**src/rtl/passthrough_pipe.sv**
```systemverilog
// ============================================================================
// Module  : passthrough_pipe
// Brief   : Data/valid shift register of LATENCY stages; LATENCY=0 is a wire.
// Revision: 1.0
// ============================================================================
`default_nettype none

module passthrough_pipe #(
    parameter int WIDTH   = 32,
    parameter int LATENCY = 2
) (
    input  logic             clock,
    input  logic             reset,
    input  logic             i_valid,
    input  logic [WIDTH-1:0] i_data,
    output logic             o_valid,
    output logic [WIDTH-1:0] o_data
);

    if (LATENCY == 0) begin : g_comb
        assign o_valid = i_valid;
        assign o_data  = i_data;
    end else begin : g_regs
        logic [LATENCY-1:0] r_valid;
        logic [WIDTH-1:0]   r_data [LATENCY];

        always_ff @(posedge clock) begin
            if (!reset) begin
                r_valid <= '0;
            end else begin
                r_valid[0] <= i_valid;
                for (int k = 1; k < LATENCY; k++) begin
                    r_valid[k] <= r_valid[k-1];
                end
            end
        end

        // Data needs no reset: it is only observed alongside its valid bit.
        always_ff @(posedge clock) begin
            r_data[0] <= i_data;
            for (int k = 1; k < LATENCY; k++) begin
                r_data[k] <= r_data[k-1];
            end
        end

        assign o_valid = r_valid[LATENCY-1];
        assign o_data  = r_data[LATENCY-1];
    end

endmodule

`default_nettype wire

```
**config.mk**
```make
export PLATFORM = sky130hd
export DESIGN_NAME = passthrough_pipe
export DESIGN_NICKNAME = d
export VERILOG_FILES = /design/src/rtl/passthrough_pipe.sv
export SDC_FILE = /design/constraint.sdc
export NUM_CORES = 1
export LEC_CHECK = 0
export BUFFER_PORTS_ARGS = -buffer_cell sky130_fd_sc_hd__buf_2
export CAP_MARGIN = 30
export CORE_MARGIN = 3
export CORE_UTILIZATION = 48
export DETAILED_ROUTE_END_ITERATION = 10
export PLACE_DENSITY = 0.81
export SYNTH_ARGS = -nofsm -noshare
export SYNTH_HDL_FRONTEND = slang
export SYNTH_SLANG_ARGS = --single-unit
```
**constraint.sdc**
```tcl
create_clock -name clock -period 1.11 [get_ports clock]
set_clock_uncertainty 0.2 [all_clocks]
set_input_delay 0.222 -clock clock [delete_from_list [all_inputs] [get_ports clock]]
set_output_delay 0.222 -clock clock [all_outputs]
set_load 0.02 [all_outputs]
```
# Word-level counts from Yosys, hierarchy flattened
# Memory sizes are Yosys's and may differ from the RTL's.
# Cells that the tools add are included.
# totals
ff_bits	2
ramBits	64
input_bits	35
word_cells	2
n_memories	1
# memory_table
name	words	word_bits	rd	rd_ports_with_merged_regs	wr	line	rtl
g_regs.r_data	2	32	2	0	2	25	logic [WIDTH-1:0] r_data [LATENCY];

# Depth between registers and ports, before layout
# logic_depth
word_depth	0
ltp_mapped	1

# Worst setup path after synthesis
# OpenSTA, ideal clock, no wires.
# synth_path
path_type	reg2out
startpoint	memory g_regs.r_data[1][0], in the netlist g_regs.r_data[0][32]
endpoint	output port o_data[0]
arrival_time_ns	0.416
required_ns	0.688
setup_slack_ns	0.272
path_stages_with_launch	2
path_buffers	1
path_cell_list	dfxtp_1 > buf_4
# synth_lines
element	line	rtl
start, declared	25	
end, declared	17	output logic [WIDTH-1:0] o_data

==> flow_summary.toml <==
[critical_path]
cp_top_family = "flip-flops"
path_cells = "buf_6"
reg2reg_to = "g_regs.r_valid[1]"
endpoint = "o_data[11]"
timing.critical_path.arrival_ps = 830
reg2reg_setup_slack_ps = 360
worst_path_largest_cell_delay_ps = 350
cp.depth = 1
slowest_stage = "dfxtp_2"
criticalPathCategory = "flip-flop to output port"
startpoint_type = "flip-flop"
worstRegToRegCells = 1
cp_max_fo = 1
rr_startpoint = "g_regs.r_valid[0]"
worst-path-buf-inv = 1
cp-startpoint = "g_regs.r_data[0][43]"
cp.required_ps = 690
cp-end-kind = "output port"

[synthesis]
yosys.area.top_type = "dfxtp_1"
async_reset_ff_frac = 0
syn_inst = 100
yosysTopAreaCellShare = 0.8394
ys_seq_area_frac = 0.8394
ys_ff_latch = 66
synth.cells.most_frequent = "66 x dfxtp_1, 32 x buf_4, 2 x and2_1"
ys_warn_count = 0
synth_cell_types = 3
synth.net_count = 135
synth_edf_count = 0
synthTopCellsByArea = "dfxtp_1 84%, buf_4 15%, and2_1 0.79%"
syn_area_mm2 = 0.001574
avgSynthCellArea_um2 = 15.74
synthFlopType = "dfxtp_1"
synth_most_common_cell = "dfxtp_1"

[placement]
io_buffers = 67
place_area_mm2 = 0.001724
dp_hpwl_mm = 1.496
globalplace.congestion = 0.6170

[die]
die_area_mm2 = 0.004002
pin_count = 68
die_w_um = 63.27
start_util = 0.5073
core-area_mm2 = 0.003103
die-height_um = 63.27
num_rows = 20

[sta]
fin_crit_ps = 1257
rsz0062_at_grt = "yes"
setup-violations-final = 33
finalMaxSlewViolations = 0
relSlewSlack = 0.9202
period_share = 1.132
fmax_mhz = 795.6
hold_viol_final = 0
max_slew.worst_pin.slew_ps = 119.6
fin_ws_ps = -147.0

[global_route]
grt_max_degree = 11
grt_first_pass_wirelength_mm = 4.505
track_usage = 0.1619
gr-total-overflow = 0
grt_pass1_vias = 961
grt_antenna_before_repair = 0

[cts]
cts_made_buffers = 9
cts_root_buf = "clkbuf_4"
clk_latency_ps = 370
path_clk_slew_ps = 90
post_cts_buffers = 0
cts_sinks = 66
htreeDepth = 3
clock_path_buffers = 2
cts_tree = "done"

[route]
wl_per_cell_um = 12.35
wl_mm = 2.816
route.detailed.drc = 0
vias_per_cell = 3.904
antenna_left = 0
drt_iter0_markers = 31
dr.pass1.iters = 3
routed-via-count = 890

[layout]
fillers = 195
syn2layout_area_growth_pct = 56.28
area.sequential_mm2 = 0.001363
design_area_mm2 = 0.002460
nets = 215
diodes = 0
drive_gt1_frac = 0.6196
multi_input_area_um2 = 12.51

[power_and_ir_drop]
leakage_nw = 1.120
ir_drop_v = 0.001438
power_mw = 4.491
p_per_area_mw_per_mm2 = 1826

[run]
drv_cap = 0

[run_status]
status = "finished with violations"
violations = "negative setup slack"

[min_path]
min_path_type = "flip-flop to flip-flop"
where the power goes:
group / leakage [nW] / internal (mW) / switching (mW)
logic: 0.481 / 0.234 / 0.138
clock network: 0.0822 / 0.859 / 0.707
registers: 0.557 / 2.51 / 0.0460
total: 1.12 / 3.60 / 0.891
cells in the final DEF (no fill, tap or decap):
| cell type | netlist | routed |
|---|---|---|
| bufinv_16 | 0 | 1 |
| clkbuf_4 | 0 | 9 |
| clkbuf_8 | 0 | 3 |
| clkbuf_1 | 0 | 1 |
| buf_6 | 0 | 33 |
| clkinv_2 | 0 | 1 |
| and2_1 | 2 | 2 |
| dfxtp_1 | 66 | 33 |
| dfxtp_2 | 0 | 33 |
| dlygate4sd3_1 | 0 | 34 |
| buf_2 | 0 | 34 |
routing by layer:
layer | vias up | track usage | share of wire
met2 | 46 | 0.2991 | 0.58
li1 | 432 | - | -
met1 | 410 | 0.1290 | 0.32
met3 | 2 | 0.1070 | 0.094
met5 | - | 0 | 0
met4 | 0 | 0.07278 | 0.0060
cell families (layout without fill, tap and decap cells):
group,Yosys count,after routing,share of synthesized area
flip-flops,66,66,0.8394
buffers and inverters,32,116,0.1526
AND/OR/NAND/NOR,2,2,0.007948
sequential cells by signal, summed over array words and instances (netlist names):
signal,count
g_regs.r_data,64
g_regs.r_valid,2
how the worst min path moves through the flow:
stage / endpoint / start / cells after the start
floorplan: g_regs.r_data[0][0] / i_data[0] / 0
global placement: g_regs.r_data[0][60] / g_regs.r_data[0][28] / 0
detailed placement: g_regs.r_data[0][46] / g_regs.r_data[0][14] / 0
CTS: g_regs.r_data[0][40] / g_regs.r_data[0][8] / 0
global route: g_regs.r_data[0][51] / g_regs.r_data[0][19] / 0
finish: g_regs.r_data[0][40] / g_regs.r_data[0][8] / 0
through the flow:
stage	util	std cells	setup TNS, ps	setup slack, ps	hold WS, ps
5_1_grt	0.7927	228	-6293	-205.7	121.4
3_3_place_gp	0.5556	179	0	250.0	109.5
4_1_cts	0.7927	228	-5613	-183.1	123.6
3_5_place_dp	0.5556	179	0	230.2	112.1
6_report	0.7927	228	-4410	-147.0	120.7
2_1_floorplan	-	100	0	272.0	49.72
repair_timing:
item | 4_1_cts | 5_1_grt
resized for setup | 99 | 0
pin swaps | 0 | 0
endpoints found under the setup margin | 33 | 33
hold buffers | 34 | 0
hold endpoints to repair | 34 | 0
cell type report:
| class | instances | area share |
|---|---|---|
| flip-flops and latches | 66 | 0.5539 |
| repair buffers | 101 | 0.3586 |
| clock buffers | 13 | 0.04578 |
| well taps | 44 | 0.02238 |
| clock inverters | 2 | 0.01424 |
| multi-input cells | 2 | 0.005086 |
No activity file was read; power rests on OpenSTA's default activity.
